### src/rtl/cnn_pkg.sv
// Shared types for the conv-buffer scheduler: FSM states, stage owner codes
// and the buffer address-width helper.
package cnn_pkg;

    typedef enum logic [2:0] {
        S_IDLE   = 3'd0,
        S_CONV   = 3'd1,
        S_RELU   = 3'd2,
        S_POOL   = 3'd3,
        S_FINISH = 3'd4
    } sched_state_t;

    localparam logic [1:0] STG_IDLE = 2'd0;
    localparam logic [1:0] STG_CONV = 2'd1;
    localparam logic [1:0] STG_RELU = 2'd2;
    localparam logic [1:0] STG_POOL = 2'd3;

    // Word address width of a CHANNELS x IMG x IMG feature-map buffer.
    function automatic int buf_addr_width(input int channels, input int img_size);
        return $clog2(channels * img_size * img_size);
    endfunction

endpackage

### src/rtl/bram_port_mux.sv
// Combinational owner-select for the shared conv-buffer BRAM ports.
// A port that the current owner does not use is driven to all zeros.
module bram_port_mux import cnn_pkg::*; #(
    parameter int DW = 16,
    parameter int AW = 13
) (
    input  logic [1:0]    stage,
    input  logic [AW-1:0] conv_w_addr,
    input  logic          conv_w_en,
    input  logic          conv_w_we,
    input  logic [DW-1:0] conv_w_d,
    input  logic [AW-1:0] relu_r_addr,
    input  logic          relu_r_en,
    input  logic [AW-1:0] relu_w_addr,
    input  logic          relu_w_en,
    input  logic          relu_w_we,
    input  logic [DW-1:0] relu_w_d,
    input  logic [AW-1:0] pool_r_addr,
    input  logic          pool_r_en,
    output logic [AW-1:0] bram_a_addr,
    output logic          bram_a_en,
    output logic [AW-1:0] bram_b_addr,
    output logic          bram_b_en,
    output logic          bram_b_we,
    output logic [DW-1:0] bram_b_d
);

    always_comb begin
        bram_a_addr = '0;
        bram_a_en   = 1'b0;
        bram_b_addr = '0;
        bram_b_en   = 1'b0;
        bram_b_we   = 1'b0;
        bram_b_d    = '0;
        case (stage)
            STG_CONV: begin
                bram_b_addr = conv_w_addr;
                bram_b_en   = conv_w_en;
                bram_b_we   = conv_w_we;
                bram_b_d    = conv_w_d;
            end
            STG_RELU: begin
                bram_a_addr = relu_r_addr;
                bram_a_en   = relu_r_en;
                bram_b_addr = relu_w_addr;
                bram_b_en   = relu_w_en;
                bram_b_we   = relu_w_we;
                bram_b_d    = relu_w_d;
            end
            STG_POOL: begin
                bram_a_addr = pool_r_addr;
                bram_a_en   = pool_r_en;
            end
            default: begin
                bram_a_en = 1'b0;
            end
        endcase
    end

endmodule

### src/rtl/conv_buf_sched.sv
// Sequences CONV -> RELU -> POOL over one shared conv-buffer BRAM.
// Optional per-stage watchdog with err output: CONV_BUF_SCHED_TIMEOUT_EN.
module conv_buf_sched import cnn_pkg::*; #(
    parameter int DATA_WIDTH = 16,
    parameter int CHANNELS   = 8,
    parameter int IMG_SIZE   = 28
`ifdef CONV_BUF_SCHED_TIMEOUT_EN
    , parameter int TIMEOUT_CYCLES = 65536
`endif
    , localparam int AW = buf_addr_width(CHANNELS, IMG_SIZE)
    , localparam int DW = DATA_WIDTH
) (
    input  logic          clk,
    input  logic          reset,
    input  logic          start,
    output logic          done,
    output logic          busy,
    output logic [1:0]    stage,
`ifdef CONV_BUF_SCHED_TIMEOUT_EN
    output logic          err,
`endif
    output logic          conv_start,
    output logic          relu_start,
    output logic          pool_start,
    input  logic          conv_done,
    input  logic          relu_done,
    input  logic          pool_done,
    input  logic [AW-1:0] conv_w_addr,
    input  logic          conv_w_en,
    input  logic          conv_w_we,
    input  logic [DW-1:0] conv_w_d,
    input  logic [AW-1:0] relu_r_addr,
    input  logic          relu_r_en,
    input  logic [AW-1:0] relu_w_addr,
    input  logic          relu_w_en,
    input  logic          relu_w_we,
    input  logic [DW-1:0] relu_w_d,
    input  logic [AW-1:0] pool_r_addr,
    input  logic          pool_r_en,
    output logic [AW-1:0] bram_a_addr,
    output logic          bram_a_en,
    output logic [AW-1:0] bram_b_addr,
    output logic          bram_b_en,
    output logic          bram_b_we,
    output logic [DW-1:0] bram_b_d,
    input  logic [DW-1:0] bram_a_q,
    output logic [DW-1:0] rd_q
);

    sched_state_t state;
    logic         accept;

`ifdef CONV_BUF_SCHED_TIMEOUT_EN
    localparam logic [31:0] WDOG_LIMIT = 32'(TIMEOUT_CYCLES - 1);
    logic [31:0] wdog;
`endif

    // The start pulse register doubles as "first cycle in stage", which is
    // exactly the cycle where a done pulse must be ignored.
    always_comb begin
        accept = 1'b0;
        case (state)
            S_CONV:  accept = conv_done && !conv_start;
            S_RELU:  accept = relu_done && !relu_start;
            S_POOL:  accept = pool_done && !pool_start;
            default: accept = 1'b0;
        endcase
    end

    always_ff @(posedge clk) begin
        if (reset) begin
            state      <= S_IDLE;
            done       <= 1'b0;
            busy       <= 1'b0;
            stage      <= STG_IDLE;
            conv_start <= 1'b0;
            relu_start <= 1'b0;
            pool_start <= 1'b0;
`ifdef CONV_BUF_SCHED_TIMEOUT_EN
            err        <= 1'b0;
            wdog       <= '0;
`endif
        end else begin
            conv_start <= 1'b0;
            relu_start <= 1'b0;
            pool_start <= 1'b0;
            done       <= 1'b0;
`ifdef CONV_BUF_SCHED_TIMEOUT_EN
            err        <= 1'b0;
`endif
            case (state)
                S_IDLE: begin
                    if (start) begin
                        state      <= S_CONV;
                        stage      <= STG_CONV;
                        busy       <= 1'b1;
                        conv_start <= 1'b1;
                    end
                end
                S_CONV: begin
                    if (accept) begin
                        state      <= S_RELU;
                        stage      <= STG_RELU;
                        relu_start <= 1'b1;
                    end
                end
                S_RELU: begin
                    if (accept) begin
                        state      <= S_POOL;
                        stage      <= STG_POOL;
                        pool_start <= 1'b1;
                    end
                end
                S_POOL: begin
                    if (accept) begin
                        state <= S_FINISH;
                        stage <= STG_IDLE;
                        done  <= 1'b1;
                    end
                end
                S_FINISH: begin
                    state <= S_IDLE;
                    busy  <= 1'b0;
                end
                default: begin
                    state <= S_IDLE;
                    stage <= STG_IDLE;
                    busy  <= 1'b0;
                end
            endcase
`ifdef CONV_BUF_SCHED_TIMEOUT_EN
            // Watchdog overrides the stage's own next-state when it expires.
            if (state inside {S_CONV, S_RELU, S_POOL}) begin
                if (accept) begin
                    wdog <= '0;
                end else if (wdog == WDOG_LIMIT) begin
                    state <= S_IDLE;
                    stage <= STG_IDLE;
                    busy  <= 1'b0;
                    err   <= 1'b1;
                    wdog  <= '0;
                end else begin
                    wdog <= wdog + 32'd1;
                end
            end else begin
                wdog <= '0;
            end
`endif
        end
    end

    bram_port_mux #(
        .DW (DW),
        .AW (AW)
    ) u_mux (
        .stage       (stage),
        .conv_w_addr (conv_w_addr),
        .conv_w_en   (conv_w_en),
        .conv_w_we   (conv_w_we),
        .conv_w_d    (conv_w_d),
        .relu_r_addr (relu_r_addr),
        .relu_r_en   (relu_r_en),
        .relu_w_addr (relu_w_addr),
        .relu_w_en   (relu_w_en),
        .relu_w_we   (relu_w_we),
        .relu_w_d    (relu_w_d),
        .pool_r_addr (pool_r_addr),
        .pool_r_en   (pool_r_en),
        .bram_a_addr (bram_a_addr),
        .bram_a_en   (bram_a_en),
        .bram_b_addr (bram_b_addr),
        .bram_b_en   (bram_b_en),
        .bram_b_we   (bram_b_we),
        .bram_b_d    (bram_b_d)
    );

    assign rd_q = bram_a_q;

endmodule

### config.mk
export PLATFORM = sky130hd
export DESIGN_NAME = conv_buf_sched
export DESIGN_NICKNAME = d
export VERILOG_FILES = /design/src/rtl/cnn_pkg.sv /design/src/rtl/bram_port_mux.sv /design/src/rtl/conv_buf_sched.sv
export SDC_FILE = /design/constraint.sdc
export NUM_CORES = 1
export LEC_CHECK = 0
export BUFFER_PORTS_ARGS = -buffer_cell sky130_fd_sc_hd__buf_2
export CORE_AREA = 2 2 71 73
export CTS_BUF_LIST = sky130_fd_sc_hd__clkbuf_8
export DETAILED_ROUTE_END_ITERATION = 6
export DIE_AREA = 0 0 73 75
export PLACE_DENSITY = 0.72
export SETUP_SLACK_MARGIN = 0.5
export SLEW_MARGIN = 20
export SYNTH_ARGS = -nofsm -noshare
export SYNTH_HDL_FRONTEND = slang
export SYNTH_SLANG_ARGS = --single-unit
### constraint.sdc
create_clock -name clk -period 1.4 [get_ports clk]
set_input_delay 0.21 -clock clk [delete_from_list [all_inputs] [get_ports clk]]
set_output_delay 0.21 -clock clk [all_outputs]
set_load 0.005 [all_outputs]
-- After elaboration in Yosys (flattened, before gate mapping)
Cells that the tools add are included.
- equality and inequality tests: 11
- muxes and demuxes: 21
- bitwise logic cells: 6
- reductions and logical operators: 15
- operator list (kind ; count):
    $pmux 13 s2 ; 2
    $pmux 16 s2 ; 1
    $mux 3 ; 4
    $pmux 3 s4 ; 1
    $pmux 2 s5 ; 1
    $mux 2 ; 4
    $ne 2x2->1 const B ; 4
    $pmux 1 s2 ; 4
    $reduce_or 2->1 ; 4
    $eq 3x2->1 const B ; 2
    $not 1->1 ; 6
    $reduce_and 5->1 ; 1
    $eq 2x2->1 const B ; 2
    $reduce_and 4->1 ; 1
    $eq 3x1->1 const B ; 1
    $eq 3x3->1 const B ; 1
    $logic_and 1x1->1 ; 3
    $logic_not 1->1 ; 3
    $logic_not 3->1 ; 1
    $mux 1 ; 3
    $pmux 1 s3 ; 1
    $reduce_or 3->1 ; 1
    $eq 2x1->1 const B ; 1
    $reduce_and 2->1 ; 1
- register bits after elaboration: 10
- input bits: 112
- output and inout bits: 68
- word-level logic and storage cells: 60

-- Longest topological paths before layout
- depth after elaboration: 5
- depth in mapped cells: 6
- gate-level depth less buffers: 4

-- Hierarchy
From an unflattened synthesis, not the netlist that was laid out.
- cells, all modules: 153
- area, all modules: 1332.5 µm²
- modules (own cells, without submodules) (module ; instances ; cells each ; area each (µm²) ; sequential area each (µm²)):
    bram_port_mux ; 1 ; 93 ; 784.5 ; 0.0
    conv_buf_sched ; 1 ; 60 ; 548.0 ; 200.2

-- Least setup slack after synthesis
OpenSTA, ideal clock, no wires.
- path kind: flip-flop to output port
- start: register stage[0]
- end: output port bram_b_addr[6]
- data arrival time: 1.299 ns
- required time: 1.190 ns
- slack: -0.109 ns
- cell stages (with the launch flop): 7
- buffers on the path: 2
- cell sequence: dfxtp_1 inv_1 ha_1 clkbuf_1 clkbuf_1 a22oi_1 nor2_1
- longest elaborated chain between the ends: 2
- elaborated cells between the ends (all ways): 3
- classes of those cells: eq/ne: 2; mux: 1
- RTL lines (item ; RTL line ; source):
    from (decl) ; conv_buf_sched.sv:18 ; output logic [1:0] stage,
    from (signal assigned) ; conv_buf_sched.sv:75 ; stage <= STG_IDLE;
    from (signal assigned) ; conv_buf_sched.sv:95 ; stage <= STG_CONV;
    from (signal assigned) ; conv_buf_sched.sv:103 ; stage <= STG_RELU;
    $eq 2x2->1 or $eq 2x1->1 (tied branches) ; bram_port_mux.sv:35 ; case (stage)
    $pmux 13 s2 * ; bram_port_mux.sv:35 ;
    to (decl) ; conv_buf_sched.sv:42 ; output logic [AW-1:0] bram_b_addr,
Mark *: on every way between the ends. The rest lies on a longest branch, timed or not.

-- Worst setup path in the final report
- start: register stage[1]
- end: output port bram_b_addr[3]
The elaborated chain is that of the path after synthesis.

==> flow_summary.ini <==
[power]
power_frac_clock = 0.221
leakage_nw = 1.20
switching_share = 0.354
ir_drop_uv = 656
combPwrFrac = 0.574
p_sw_w = 0.000581
power_density_nw_per_um2 = 707
internal-power_w = 0.00106
seqPwrFrac = 0.204

[logic_synthesis]
yosys-top-cells-count = nor2_1 (36), a22oi_1 (31), buf_4 (16), a22o_1 (14), clkbuf_1 (11)
synth.net_count = 266
async_flop_share = 0
ys_ff_latch = 10
yosys-top-cells-area = a22oi_1 (21%), dfxtp_1 (18%), nor2_1 (12%)
syn_area_um2 = 1100
yosysMostFrequentCell = nor2_1
netlist_instances = 151
synth_cell_types = 29
synth_seq_area_share = 0.182
synth_warnings = 0
yosysTopAreaCellShare = 0.211
avgSynthCellArea_um2 = 7.30
synth_edf_count = 0
synth_top_area_cell = a22oi_1
synthFlopType = dfxtp_1

[timing]
slew_violations = 0
fmax_mhz = 621
hold_ws_ns = 0.256
finClkSkew_ns = 0.00267
tightest_slew_ns = 0.275
slew_headroom = 0.817
period_share = 1.15
worst_slack_ns = -0.210
finalHoldViolCount = 0
rsz0062_at_grt = true
finalCriticalPeriod_ns = 1.61
finalSetupViolCount = 45

[place]
pre_cts_slack_ns = -0.213
io_buffers = 147
gp_congestion = 0.778
dpl.cell_count = 325
place_hpwl_mm = 3.64

[run]
cap_viol_max_count = 0

[floorplan]
fp.dieH_um = 75
core_um2 = 4660
start_util = 0.237
ios = 180
placementRows = 25
dieWidth_um = 73
die_area_um2 = 5480

[hold_path]
hold_end = state[1]
hold_path.startpoint = reset
min_delay_path_depth = 2
hold_class = input port to flop

[routing]
viasPerCell = 4.89
drc = 0
wire_per_inst_um = 15.5
final_antenna_net_count = 0
dr.pass1.iters = 4
vias = 1712
drt_iter0_drc = 24
routed_wl_mm = 5.44

[worst_setup_path]
criticalPathCategory = flop to output port
path_max_fanout = 12
r2r_cells = 4
cp_top_family = buffers and inverters
arrival_ns = 1.40
cp_cell_sequence = buf_6, ha_4, buf_8, a22oi_1, nor2_1, buf_2
cp_slowest_stage_delay_ns = 0.34
crit_slowest_cell = dfxtp_4
r2r_end = stage[0]
worstSetupEndpointType = output port
r2r_slack_ns = 0.07
critPathLaunchType = flop
crit_required_ns = 1.19
crit-reg2reg-launch = state[1]
cp_num_buf_inv = 3

[clock_network]
clock-sinks = 10
path_clk_slew_ns = 0.05
h-tree-depth = 1
cts_buffers = 3
cts_max_path_buffers = 2
worstSkewPairLatency_ns = 0.24
cts-root-buf = clkbuf_8
cts_tree = built

[grt]
grt_pass1_wl_mm = 7.24
grt_max_degree = 23
grt_usage = 0.169
grt-ovfl-total = 0
antenna_found_initial = 0
grt_pass1_vias = 1508

[finish]
stdcell_count = 350
drive_above_1_share = 0.784
n_fill_cell = 449
antenna_cells = 0
area_growth_pct = 111
nNetsFinal = 412

[status]
violations = negative setup slack
outcome = finished with violations
## flip-flops by register name (all words and copies together), names as in the netlist
| signal | cells |
|---|---|
| busy | 1 |
| conv_start | 1 |
| done | 1 |
| pool_start | 1 |
| relu_start | 1 |
| stage | 2 |
| state | 3 |
## cell usage in the layout (no fill, tap or decap), drive strengths merged
cell type	count
o21ai	3
and3	3
nor3b	1
and3b	2
o311a	1
clkbuf	4
o2bb2ai	1
a21o	1
ha	3
nand3b	1
and4b	1
a22oi	31
a21oi	1
dfxtp	10
nor2b	1
a211oi	1
a221oi	1
inv	2
o32ai	1
nor2	36
a211o	1
a22o	14
and2	2
nor3	3
buf	171
## power by group through the flow
stage | combinational [W] | sequential, W | clock, W
floorplan | 0.000470 | 0.000331 | 0
global placement | 0.000658 | 0.000334 | 0
detailed placement | 0.000670 | 0.000335 | 0
CTS | 0.000874 | 0.000335 | 0.000371
global route | 0.00102 | 0.000339 | 0.000385
finish | 0.000942 | 0.000335 | 0.000363
## cell families after synthesis
| logic type | Yosys count | share of synthesized area |
|---|---|---|
| buffers and inverters | 32 | 0.170 |
| DFF | 10 | 0.182 |
| adders and majority gates | 3 | 0.0341 |
| AOI/OAI and AO/OA | 56 | 0.402 |
| and+or+nand+nor | 50 | 0.212 |
## worst register-to-register path, stage by stage, from the launching register on
cell and delay, ns:
dfxtp_4 0.37, and3b_4 0.20, a211o_1 0.29, o32ai_2 0.22
o2bb2ai_1 0.16
## layout make-up
class	count	area, um^2	share of cell area
timing repair buffer	171	1030	0.442
sequential	10	224	0.0964
tap	54	67.6	0.0291
multi-input combinational	109	941	0.405
clock buffer	4	55.1	0.0237
inverter	2	7.51	0.00323
## timing repair
item,CTS,global route
gates resized for setup,27,18
setup endpoints to repair,55,60
pin swaps,7,5
buffers inserted,16,5
cloned,0,0
hold buffers,0,0
## how the worst max path moves through the flow
| stage | from | endpoint | slack (ns) | cells past startpoint |
|---|---|---|---|---|
| 5_1_grt | stage[1] | bram_b_d[0] | -0.29 | 6 |
| 3_3_place_gp | stage[0] | bram_b_d[11] | -0.19 | 4 |
| 3_5_place_dp | stage[0] | bram_b_d[11] | -0.21 | 4 |
| 6_report | stage[1] | bram_b_addr[3] | -0.21 | 6 |
| 2_1_floorplan | stage[0] | bram_b_addr[3] | 0.12 | 6 |
| 4_1_cts | stage[1] | bram_a_addr[0] | -0.22 | 5 |
## metrics by stage
step / instance area, um^2 / power, W / utilization / setup TNS, ns
after CTS: 2210 / 0.00158 / 0.474 / -8.73
after detailed placement: 1850 / 0.00100 / 0.398 / -6.19
after global routing: 2320 / 0.00174 / 0.498 / -10.87
final: 2320 / 0.00164 / 0.498 / -8.39
after floorplan: 1290 / 0.000801 / - / 0
after global placement: 1850 / 0.000992 / 0.398 / -4.97
## metal layers
metal  wire (um)  GRT usage  up-vias
li1            -          -      834
met1        2220      0.214      775
met2        2810      0.304       95
met4          48     0.0391        0
met5           0          0        -
met3         354     0.0241        8
(Power assumes the default switching activity.)
